`src/rtl/venus_pkg.sv`:
```
// Shared decode definitions for the venus ID stage: field positions, opcode classes,
// the pipeline-register layout and its bubble value.
package venus_pkg;

  localparam int unsigned DataW    = 32;
  localparam int unsigned PcW      = 16;
  localparam int unsigned RegAddrW = 4;
  localparam int unsigned OpcodeW  = 7;
  localparam int unsigned NumRegs  = 16;

  localparam int unsigned OpcodeMsb = 31;
  localparam int unsigned OpcodeLsb = 25;
  localparam int unsigned RdMsb     = 24;
  localparam int unsigned RdLsb     = 21;
  localparam int unsigned RsMsb     = 20;
  localparam int unsigned RsLsb     = 17;
  localparam int unsigned ImmfBit   = 16;
  localparam int unsigned ImmMsb    = 15;
  localparam int unsigned ImmLsb    = 0;

  typedef enum logic [2:0] {
    ClsInte  = 3'b000,
    ClsLogic = 3'b001,
    ClsShift = 3'b010,
    ClsLd    = 3'b011,
    ClsSt    = 3'b100,
    ClsBr    = 3'b101,
    ClsIll6  = 3'b110,
    ClsIll7  = 3'b111
  } op_class_e;

  typedef enum logic {
    StIdle,
    StSquash
  } id_state_e;

  typedef struct packed {
    logic [DataW-1:0]    rd_value;
    logic [DataW-1:0]    rs_value;
    logic [DataW-1:0]    imm_value;
    logic [RegAddrW-1:0] rd_addr;
    logic [PcW-1:0]      pc_value;
    logic [OpcodeW-1:0]  opcode;
    logic                ctrl_inte;
    logic                ctrl_logic;
    logic                ctrl_shift;
    logic                ctrl_ld;
    logic                ctrl_st;
    logic                ctrl_br;
    logic                immf;
    logic                rsv;
  } id_out_t;

  localparam id_out_t Bubble = '0;

  // Illegal classes collapse to Bubble so nothing downstream acts on them.
  function automatic id_out_t decode_inst(input logic [DataW-1:0] inst,
                                          input logic [PcW-1:0]   pc,
                                          input logic [DataW-1:0] rd_val,
                                          input logic [DataW-1:0] rs_val);
    id_out_t   o;
    op_class_e cls;
    logic [15:0] imm16;
    cls   = op_class_e'(inst[OpcodeMsb -: 3]);
    imm16 = inst[ImmMsb:ImmLsb];
    o           = Bubble;
    o.opcode    = inst[OpcodeMsb:OpcodeLsb];
    o.rd_addr   = inst[RdMsb:RdLsb];
    o.pc_value  = pc;
    o.rd_value  = rd_val;
    o.rs_value  = rs_val;
    o.immf      = inst[ImmfBit];
    o.imm_value = (cls == ClsLogic) ? {16'h0000, imm16} : {{16{imm16[15]}}, imm16};
    case (cls)
      ClsInte:  o.ctrl_inte  = 1'b1;
      ClsLogic: o.ctrl_logic = 1'b1;
      ClsShift: o.ctrl_shift = 1'b1;
      ClsLd:    o.ctrl_ld    = 1'b1;
      ClsSt:    o.ctrl_st    = 1'b1;
      ClsBr:    o.ctrl_br    = 1'b1;
      default:  o = Bubble;
    endcase
    o.rsv = o.ctrl_inte | o.ctrl_logic | o.ctrl_shift | o.ctrl_ld;
    return o;
  endfunction

endpackage

```
`src/rtl/regfile.sv`:
```
// 16 x 32 register file: two combinational read ports, one synchronous write port,
// with write-through so a same-cycle read of the written address sees the new data.
module regfile
  import venus_pkg::*;
(
  input  logic                clk_i,
  input  logic                rst_ni,
  input  logic                we_i,
  input  logic [RegAddrW-1:0] waddr_i,
  input  logic [DataW-1:0]    wdata_i,
  input  logic [RegAddrW-1:0] raddr_a_i,
  input  logic [RegAddrW-1:0] raddr_b_i,
  output logic [DataW-1:0]    rdata_a_o,
  output logic [DataW-1:0]    rdata_b_o
);

  logic [DataW-1:0] regs_q [NumRegs];

  always_ff @(posedge clk_i or negedge rst_ni) begin
    if (!rst_ni) begin
      for (int i = 0; i < int'(NumRegs); i++) begin
        regs_q[i] <= '0;
      end
    end else if (we_i) begin
      regs_q[waddr_i] <= wdata_i;
    end
  end

  assign rdata_a_o = (we_i && (waddr_i == raddr_a_i)) ? wdata_i : regs_q[raddr_a_i];
  assign rdata_b_o = (we_i && (waddr_i == raddr_b_i)) ? wdata_i : regs_q[raddr_b_i];

endmodule

```
`src/rtl/id_stage.sv`:
```
// Instruction decode stage: decodes inst_i, reads operands from the register file and
// registers everything for ex, with stall hold, branch flush and a one-cycle squash.
module id_stage
  import venus_pkg::*;
(
  input  logic        clk,
  input  logic        rst,
  input  logic [31:0] inst_i,
  input  logic        inst_v_i,
  input  logic [15:0] pc_i,
  input  logic        stall_i,
  input  logic        branch_en_i,
  input  logic        wb_en_i,
  input  logic [3:0]  wb_addr_i,
  input  logic [31:0] wb_data_i,
  output logic        stall_o,
  output logic [31:0] rd_value_o,
  output logic [31:0] rs_value_o,
  output logic [31:0] imm_value_o,
  output logic [3:0]  rd_addr_o,
  output logic [15:0] pc_value_o,
  output logic [6:0]  opcode_o,
  output logic        ctrl_inte_o,
  output logic        ctrl_logic_o,
  output logic        ctrl_shift_o,
  output logic        ctrl_ld_o,
  output logic        ctrl_st_o,
  output logic        ctrl_br_o,
  output logic        immf_o,
  output logic        rsv_o
);

  id_state_e           state_q, state_d;
  id_out_t             out_q, out_d;
  logic [RegAddrW-1:0] rs_addr_q, rs_addr_d;
  logic [RegAddrW-1:0] raddr_rd, raddr_rs;
  logic [DataW-1:0]    rdata_rd, rdata_rs;
  logic                hold;
  logic                held_live;

  // While holding, the read ports track the held sources so a write refreshes the operands.
  assign hold      = stall_i && !branch_en_i && (state_q == StIdle);
  assign held_live = out_q.rsv | out_q.ctrl_st | out_q.ctrl_br;
  assign raddr_rd  = hold ? out_q.rd_addr : inst_i[RdMsb:RdLsb];
  assign raddr_rs  = hold ? rs_addr_q : inst_i[RsMsb:RsLsb];

  regfile u_regfile (
    .clk_i     (clk),
    .rst_ni    (rst),
    .we_i      (wb_en_i),
    .waddr_i   (wb_addr_i),
    .wdata_i   (wb_data_i),
    .raddr_a_i (raddr_rd),
    .raddr_b_i (raddr_rs),
    .rdata_a_o (rdata_rd),
    .rdata_b_o (rdata_rs)
  );

  always_comb begin
    out_d     = out_q;
    rs_addr_d = rs_addr_q;
    state_d   = ((state_q == StIdle) && branch_en_i) ? StSquash : StIdle;
    if (branch_en_i || (state_q == StSquash)) begin
      out_d     = Bubble;
      rs_addr_d = '0;
    end else if (stall_i) begin
      if (held_live) begin
        out_d.rd_value = rdata_rd;
        out_d.rs_value = rdata_rs;
      end
    end else if (!inst_v_i) begin
      out_d     = Bubble;
      rs_addr_d = '0;
    end else begin
      out_d     = decode_inst(inst_i, pc_i, rdata_rd, rdata_rs);
      rs_addr_d = inst_i[RsMsb:RsLsb];
    end
  end

  always_ff @(posedge clk or negedge rst) begin
    if (!rst) begin
      state_q   <= StIdle;
      out_q     <= Bubble;
      rs_addr_q <= '0;
    end else begin
      state_q   <= state_d;
      out_q     <= out_d;
      rs_addr_q <= rs_addr_d;
    end
  end

  assign stall_o      = stall_i;
  assign rd_value_o   = out_q.rd_value;
  assign rs_value_o   = out_q.rs_value;
  assign imm_value_o  = out_q.imm_value;
  assign rd_addr_o    = out_q.rd_addr;
  assign pc_value_o   = out_q.pc_value;
  assign opcode_o     = out_q.opcode;
  assign ctrl_inte_o  = out_q.ctrl_inte;
  assign ctrl_logic_o = out_q.ctrl_logic;
  assign ctrl_shift_o = out_q.ctrl_shift;
  assign ctrl_ld_o    = out_q.ctrl_ld;
  assign ctrl_st_o    = out_q.ctrl_st;
  assign ctrl_br_o    = out_q.ctrl_br;
  assign immf_o       = out_q.immf;
  assign rsv_o        = out_q.rsv;

endmodule

```
`config.mk`:
```
export PLATFORM = sky130hd
export DESIGN_NAME = id_stage
export DESIGN_NICKNAME = d
export VERILOG_FILES = /design/src/rtl/venus_pkg.sv /design/src/rtl/regfile.sv /design/src/rtl/id_stage.sv
export SDC_FILE = /design/constraint.sdc
export NUM_CORES = 1
export LEC_CHECK = 0
export CAP_MARGIN = 20
export CORE_ASPECT_RATIO = 2
export CORE_UTILIZATION = 33
export CTS_CLUSTER_SIZE = 40
export DETAILED_ROUTE_END_ITERATION = 8
export GPL_TIMING_DRIVEN = 1
export MAX_ROUTING_LAYER = met4
export PLACE_DENSITY = 0.58
export SLEW_MARGIN = 20
export SYNTH_ARGS = -nofsm -noshare
export SYNTH_HDL_FRONTEND = slang
export SYNTH_SLANG_ARGS = --single-unit
export TNS_END_PERCENT = 100
```
`constraint.sdc`:
```
create_clock -name clk -period 8.3 [get_ports clk]
set_input_delay 1.245 -clock clk [delete_from_list [all_inputs] [get_ports clk]]
set_output_delay 1.245 -clock clk [all_outputs]
set_load 0.02 [all_outputs]
```
Yosys cells after proc, flatten, opt, wreduce, memory -nomap -nowiden
Cells that the tools add are included.

cells by class
  $lt $le $gt $ge = 4
  eq/ne operators = 9
  multiplexer cells = 43
  bitwise logic cells = 9
  reduce and logical (&&, ||, !) cells = 10

operators with widths
  kind                  count
  $bwmux W512           1
  $mux W131             2
  $bmux W32 S4          2
  $mux W32              8
  $demux W32 S4         1
  $mux W64              2
  $mux W123             1
  $mux W67              1
  $mux W4               5
  $mux W1               19
  $ge A5 B5 Y1 const B  3
  $not A4 Y5            3
  $eq A4 B4 Y1          2
  $eq A3 B2 Y1 const B  2
  $eq A3 B3 Y1 const B  2
  $logic_and A1 B1 Y1   6
  $reduce_or A6 Y1      1
  $lt A5 B1 Y1 const B  1
  $or A1 B1 Y1          5
  $eq A3 B1 Y1 const B  1
  $logic_not A3 Y1      1
  $ne A3 B1 Y1 const B  1
  $mux W2               1
  $ne A2 B1 Y1 const B  1
  other kinds (3)       3

storage, ports and cells
  bits in registers = 648
  input port bits = 90
  output and inout bits = 132
  logic and storage cells = 107

Longest topological paths before layout
Gate-level depths: netlist of the first run.

  word-level depth = 13
  gate-level depth with buffers = 10
  gate-level depth less buffers = 6

By module
Synthesis of the first run repeated with hierarchy kept, for this count alone.

unflattened totals
  cells, all modules = 2,064
  area total of the unflattened synthesis = 32,020.7 µm²

by module, submodules not included
  module    times used  cells each  area each (µm²)  seq. area each (µm²)
  regfile   1           1,753       27,307.4         12,812.3
  id_stage  1           311         4,713.3          3,027.9

Least setup slack after synthesis of the first run
No wires, ideal clock.

  path type = input to register
  from = in branch_en_i
  to = reg out_q (netlist bit rd_value_o[11])
  library setup time = 0.146 ns
  arrival time = 3.407 ns
  data required time = 8.154 ns
  path slack = 4.748 ns
  stages = 8
  path buffers = 2
  path through = buf_2 > nor3b_2 > mux2i_1 > mux2i_1 > nor4_2 > nand2b_1 > clkbuf_1 > o221ai_1

on the way
  cells in the longest elaborated chain, start to end = 13
  elaborated cells on any way between the ends = 18
  those cells by class = eq/ne: 2; mux: 10; bitwise: 1; reduce/logical: 5

ends and longest elaborated chain
  item                                         line             RTL
  start: declaration                           id_stage.sv:12   input logic branch_en_i,
  $logic_not A1 Y1                             id_stage.sv:42   assign hold = stall_i && !branch_en_i && (state_q == StIdle);
  $logic_and A1 B1 Y1 (2 in a row)             id_stage.sv:42
  $mux W4                                      id_stage.sv:44   assign raddr_rd = hold ? out_q.rd_addr : inst_i[RdMsb:RdLsb];
  $not A4 Y5 (not written as such)             regfile.sv:29    assign rdata_a_o = (we_i && (waddr_i == raddr_a_i)) ? wdata_i : regs_q[raddr_a_i];
  $bmux W32 S4                                 regfile.sv:29
  $mux W32 (not written as such) (2 in a row)  regfile.sv:29
  $mux W32                                     regfile.sv:29
  $mux W123                                    venus_pkg.sv:74  case (cls)
  $mux W131                                    id_stage.sv:71   end else if (!inst_v_i) begin
  $mux W64                                     id_stage.sv:66   end else if (stall_i) begin
  $mux W131                                    id_stage.sv:63   if (branch_en_i || (state_q == StSquash)) begin
  end signal: assignment                       id_stage.sv:83   out_q <= Bubble;
  end signal: assignment                       id_stage.sv:87   out_q <= out_d;
  end: declaration                             id_stage.sv:34   id_out_t out_q, out_d;

Parallel ways exist; a longest one is shown, timed or not. The select of a mux whose other input is x is not followed.
A chain may end at the register's enable or synchronous reset.

Worst setup path after layout of the first run
  from = in stall_i
  to = reg out_q (netlist bit rs_value_o[20])

on the way
  cells in the longest elaborated chain, start to end = 12
  elaborated cells on any way between the ends = 16
  those cells by class = eq/ne: 2; mux: 10; bitwise: 1; reduce/logical: 3

ends and longest elaborated chain
  item                                         line             RTL
  start: declaration                           id_stage.sv:11   input logic stall_i,
  $logic_and A1 B1 Y1 (2 in a row)             id_stage.sv:42
  $mux W4                                      id_stage.sv:45   assign raddr_rs = hold ? rs_addr_q : inst_i[RsMsb:RsLsb];
  $not A4 Y5 (not written as such)             regfile.sv:30    assign rdata_b_o = (we_i && (waddr_i == raddr_b_i)) ? wdata_i : regs_q[raddr_b_i];
  $bmux W32 S4                                 regfile.sv:30
  $mux W32 (not written as such) (2 in a row)  regfile.sv:30
  $mux W32                                     regfile.sv:30
  $mux W123                                    venus_pkg.sv:74
  $mux W131                                    id_stage.sv:71
  $mux W64                                     id_stage.sv:66
  $mux W131                                    id_stage.sv:63

Parallel ways exist; a longest one is shown, timed or not. The select of a mux whose other input is x is not followed.

==> metrics, run 1 <==
Layout Skew=0.0229 ns; Crit. End Element=flop; Slew HR=23.5%; most numerous cell in the Yosys netlist=dfrtp_1; PwrDens=238 nW/um^2; non-filler instance count after layout=4008; Slew @ Worst Pin=1.15 ns; Setup Fix Bufs, Post-CTS=0; Hold Vio Cnt, Final=0; cts-stage hold buffer count=0; Worst EP required=8.78 ns; RSZ-0062 raised after global routing=no; ys async rst share=100%; Setup violations, final=0; worst slack at placement=2.68 ns; CTS Root Cell=clkbuf_16; DIE HEIGHT=440 um; via count=23200; clk sinks=633; Synth top cells by count=dfrtp_1, mux2i_1, mux2_2; final setup margin=3.30 ns; largest net degree at the start of global routing=168; Finished Core Util=38.9%; cell family with most CP delay=buffers and inverters; H-tree levels=2; DRT antenna net count=0; Yosys top cell area share=50.0%; HP Class=reg -> reg; vias in the first global route=23500; DRT iter0 DRCs=1763; cell row count=160; overall routed net length=108000 um; post-synthesis area per instance=11.9 sq um; Port Buffers=221; DRC viols=0; CTS resizes=0; outcome=completed; Max-cap violations=0; Achievable Freq=200 MHz; Primary FF master, synth=dfrtp_1; crit-path cells=clkdlybuf4s50_1, or3b_1, a21oi_4, buf_4, xnor2_1, nor4_4, buf_4, nand2b_2, buf_4, o221ai_1; CP dominant cell by count=buf_4; Crit path largest cell delay=0.67 ns; Pwr Total=8.80 mW; fin crit share=60.2%; GRT overflow=0; nets=2839; Global Route Usage Sum=22.6%; Area Growth Syn to Fin=16.7%; first-pass GRT wire length=160000 um; max-slew violation count=0; later-pin clock latency in the skew report=0.64 ns; smallest hold slack=0.489 ns; arrival time worst endpoint=5.48 ns; Core ar.=95100 sq um; Inserted Clock Buffers=57; Post-synth EDFFs=0; Die Span X=221 um; layout cell share with drive strength beyond 1=21.1%; Max clock buf depth=3; die area=97400 sq um; TNS Setup=0 ns; Placed Area=35000 sq um; Post-DP HPWL=60000 um; Worst setup SP type=input pin; FILL cells=9067; Synthesis Warnings=0; DRT Pass-1 Iters=5; post-synth cell types=41; Crit path buffers/inverters=4; fin area=37000 sq um; worst-path maximum fanout=37; flop and latch count out of synthesis=633; Static Leak=16.6 nW; most area-hungry cell type in the Yosys netlist=dfrtp_1; initial core utilization=33.3%; Syn Inst Count=2674; via/cell ratio=5.79; WL/cell=26.8 um; syn nets=2764; Clock Pin Slew Worst Setup and Hold Paths=0.07 ns; dpl cells=3904; initial antenna violation count=3; Final GP Congestion=0.790; top cells by area, synth=dfrtp_1, mux2i_1, mux2_2; I/O Pins=222; CTS tree=done; maximum vdd drop=0.165 mV; sequential share of the synthesized area=50.0%; crit path max-delay cell type=or3b_1; critical path class=in -> reg; Cell Area, Synth=31700 sq um; Tmin final=5.00 ns
## metal layers
layer | up-vias | global-route usage, % | share of wire, %
met4 | 0 | 8.97 | 4.0
met3 | 245 | 3.12 | 5.6
met1 | 12000 | 27.1 | 41
met5 | - | - | 0
met2 | 844 | 38.1 | 49
li1 | 10100 | - | -
## worst register-to-register path, stage by stage (launching register included)
cell,delay [ns]
dfrtp_1,0.48
or3b_1,0.70
a21oi_4,0.24
buf_4,0.57
xnor2_1,0.23
nor4_4,0.31
buf_4,0.38
nand2b_2,0.52
buf_4,0.50
o221ai_1,0.23
## layout make-up
type | instances | area (sq um) | share of cell area (%)
Timing Repair Buffer | 275 | 2740 | 7.41
Multi-Input combinational cell | 1763 | 14800 | 40.1
Tap cell | 1215 | 1520 | 4.11
Clock buffer | 83 | 1740 | 4.69
Antenna cell | 3 | 7.51 | 0.0203
Clock inverter | 17 | 230 | 0.622
Sequential cell | 633 | 15800 | 42.8
Inverter | 19 | 71.3 | 0.193
## path summary, 6_finish.rpt
check                                         to    startpoint  depth (start not counted)  slack (ns)
setup / recovery                  rs_value_o[20]       stall_i                         10        3.30
hold / removal                      ctrl_logic_o  ctrl_logic_o                          1        0.49
setup reg to reg                  rs_value_o[20]       state_q                          9        3.99
hold reg to reg                     ctrl_logic_o  ctrl_logic_o                          1        0.49
max in group asynchronous  u_regfile.regs_q[338]           rst                          2        6.11
min in group asynchronous   u_regfile.regs_q[35]           rst                          1        0.71
## cell usage in the layout, fill, tap and decap left out, types with 14 or more instances in the layout
cell type	Yosys	layout
dfrtp_1	633	633
mux2i_1	526	526
mux2_2	400	400
o22ai_1	256	256
clkdlybuf4s50_1	0	220
nand2_1	178	176
o21ai_0	128	128
nor4_1	67	64
clkbuf_16	0	59
a22o_1	49	49
buf_4	16	45
o221ai_1	38	38
inv_1	19	19
clkbuf_8	0	17
nor2b_1	14	14
nand3_1	15	14
## where the power goes
| group | leakage (nW) | switching [mW] | total (mW) | internal, mW |
|---|---|---|---|---|
| clock network | 0.969 | 1.23 | 2.83 | 1.60 |
| registers | 7.99 | 0.469 | 4.16 | 3.69 |
| logic | 7.60 | 0.883 | 1.81 | 0.928 |
## registers in the layout, indices dropped and copies added (netlist names)
name and count:
ctrl_br_o 1, ctrl_inte_o 1, ctrl_ld_o 1, ctrl_logic_o 1, ctrl_shift_o 1, ctrl_st_o 1, imm_value_o 17, immf_o 1
opcode_o 7, pc_value_o 16, rd_addr_o 4, rd_value_o 32, rs_addr_q 4, rs_value_o 32, rsv_o 1, state_q 1
u_regfile.regs_q 512
## cell families after synthesis
kind of cell,after synthesis,share of synthesized area [%]
multiplexers,926,30.8
flip-flops,633,50.0
AO/OA/AOI/OAI,507,10.4
AND/OR/NAND/NOR,324,4.96
buffers and inverters,278,3.66
XOR/XNOR,6,0.166
(Power assumes the default switching activity.)
==> inputs of run 2 (changes only) <==
==> constraint.sdc (replaced) <==
create_clock -name clk -period 5.1 [get_ports clk]
set_input_delay 0.765 -clock clk [delete_from_list [all_inputs] [get_ports clk]]
set_output_delay 0.765 -clock clk [all_outputs]
set_load 0.02 [all_outputs]
==> metrics, run 2 (synthesized netlist as in run 1, its figures left out) <==
Top Layer Used=met4 (unchanged); routed length on met3=5670 um (was 6040 um); fin crit share=73.5%; Static Leak=16.8 nW (was 16.6 nW); largest net degree at the start of global routing=127 (was 168); layout cell share with drive strength beyond 1=22.2% (was 21.1%); dpl cells=3938 (was 3904); first-pass GRT wire length=162000 um (was 160000 um); vias in the first global route=24000 (was 23500); outcome=completed (unchanged); TNS Setup=0 ns (unchanged); Port Buffers=221 (unchanged); critical path class=in -> reg (unchanged); CTS resizes=0 (unchanged); max-slew violation count=0 (unchanged); crit-path cells=clkdlybuf4s50_1, or3b_1, a21oi_4, buf_12, mux2i_1, o22ai_1, nor4_1, o221ai_1 (was clkdlybuf4s50_1, or3b_1, a21oi_4, buf_4, xnor2_1, nor4_4, buf_4, nand2b_2, buf_4, o221ai_1); later-pin clock latency in the skew report=0.66 ns (was 0.64 ns); CTS tree=done (unchanged); most frequent cells in the layout=dfrtp_1, mux2i_1, mux2_2 (unchanged); Largest register FFs=512 (unchanged); nets=2872 (was 2839); Reg with most FFs=u_regfile.regs_q (unchanged); I/O Pins=222 (unchanged); Crit path buffers/inverters=2 (was 4); worst-path maximum fanout=110 (was 37); Area Growth Syn to Fin=18.5% (was 16.7%); Setup violations, final=0 (unchanged); PwrDens=390 nW/um^2 (was 238 nW/um^2); Met1 Wirelength=44600 um (was 44100 um); Core ar.=95100 sq um (unchanged); worst slack at placement=0.722 ns (was 2.68 ns); DRT iter0 DRCs=1687 (was 1763); Hold Vio Cnt, Final=0 (unchanged); FILL cells=9082 (was 9067); Setup Fix Bufs, Post-CTS=0 (unchanged); Finished Core Util=39.5% (was 38.9%); Achievable Freq=267 MHz; Clock Pin Slew Worst Setup and Hold Paths=0.07 ns (about the same); Crit. End Element=flop (unchanged); Inserted Clock Buffers=57 (unchanged); Worst setup SP type=input pin (unchanged); crit path max-delay cell type=or3b_1 (unchanged); Max clock buf depth=3 (unchanged); DRT Pass-1 Iters=6 (was 5); Die Span X=221 um (unchanged); Final GP Congestion=0.818 (was 0.790); cts-stage hold buffer count=0 (unchanged); Slew HR=24.9% (was 23.5%); Worst EP required=5.61 ns (was 8.78 ns); initial antenna violation count=6 (was 3); overall routed net length=109000 um (was 108000 um); H-tree levels=2 (unchanged); WL/cell=26.8 um (about the same); Crit path largest cell delay=0.72 ns (was 0.67 ns); Tmin final=3.75 ns; GRT overflow=0 (unchanged); via/cell ratio=5.76 (was 5.79); HP Class=in -> async (was reg -> reg); CTS Root Cell=clkbuf_16 (unchanged); commonest non-fill, non-tap cell in the layout=dfrtp_1 (unchanged); clk sinks=633 (unchanged); cell row count=160 (unchanged); final setup margin=1.35 ns (was 3.30 ns); Slew @ Worst Pin=1.13 ns (was 1.15 ns); die area=97400 sq um (unchanged); arrival time worst endpoint=4.26 ns (was 5.48 ns); initial core utilization=33.3% (unchanged); DRT antenna net count=0 (unchanged); non-filler instance count after layout=4051 (was 4008); DIE HEIGHT=440 um (unchanged); maximum vdd drop=0.279 mV (was 0.165 mV); cell family with most CP delay=simple AND/OR/NAND/NOR gates (was buffers and inverters); DRC viols=0 (unchanged); Global Route Usage Sum=22.8% (was 22.6%); Post-DP HPWL=65100 um (was 60000 um); Layout Skew=0.0287 ns (was 0.0229 ns); via count=23400 (was 23200); Max-cap violations=0 (unchanged); RSZ-0062 raised after global routing=no (unchanged); met2 WL=53600 um (was 53100 um)
## run 2: through the flow
step	hold WS, ns	cell area (sq um)	power, mW
6_report	0.109	37600	14.7
5_1_grt	0.158	37600	15.3
4_1_cts	0.138	37500	14.8
3_5_place_dp	0.472	35400	9.85
3_3_place_gp	0.471	35400	9.75
2_1_floorplan	0.469	31700	8.74
## run 2: cell type report
| cell class | instances | area [sq um] | area share [%] |
|---|---|---|---|
| Multi-Input combinational cell | 1763 | 14800 | 39.5 |
| Clock buffer | 80 | 1670 | 4.45 |
| Timing Repair Buffer | 308 | 3160 | 8.41 |
| Tap cell | 1215 | 1520 | 4.05 |
| Sequential cell | 633 | 15800 | 42.2 |
| Antenna cell | 7 | 17.5 | 0.0466 |
| Clock inverter | 26 | 427 | 1.14 |
| Inverter | 19 | 71.3 | 0.190 |
## run 2: final timing paths
check | start | end | slack [ns] | depth (start not counted)
max | branch_en_i | rs_value_o[21] | 1.35 | 8
min | rst | u_regfile.regs_q[99] | 0.11 | 1
max reg2reg | state_q | rs_value_o[21] | 1.58 | 7
min reg2reg | ctrl_ld_o | ctrl_ld_o | 0.49 | 1
max in group asynchronous | rst | pc_value_o[10] | 3.71 | 2
min in group clk | ctrl_ld_o | ctrl_ld_o | 0.49 | 1
## run 2: routing by layer
layer / up-vias / global-route usage (%)
met4: 0 / 9.68
li1: 10200 / -
met1: 12200 / 27.1
met2: 785 / 38.6
met3: 220 / 3.19
met5: - / -
## run 2: report_power, final
part	switching, mW	internal (mW)
Sequential	0.763	6.00
Combinational	1.45	1.54
Clock	2.10	2.80
Total	4.31	10.3
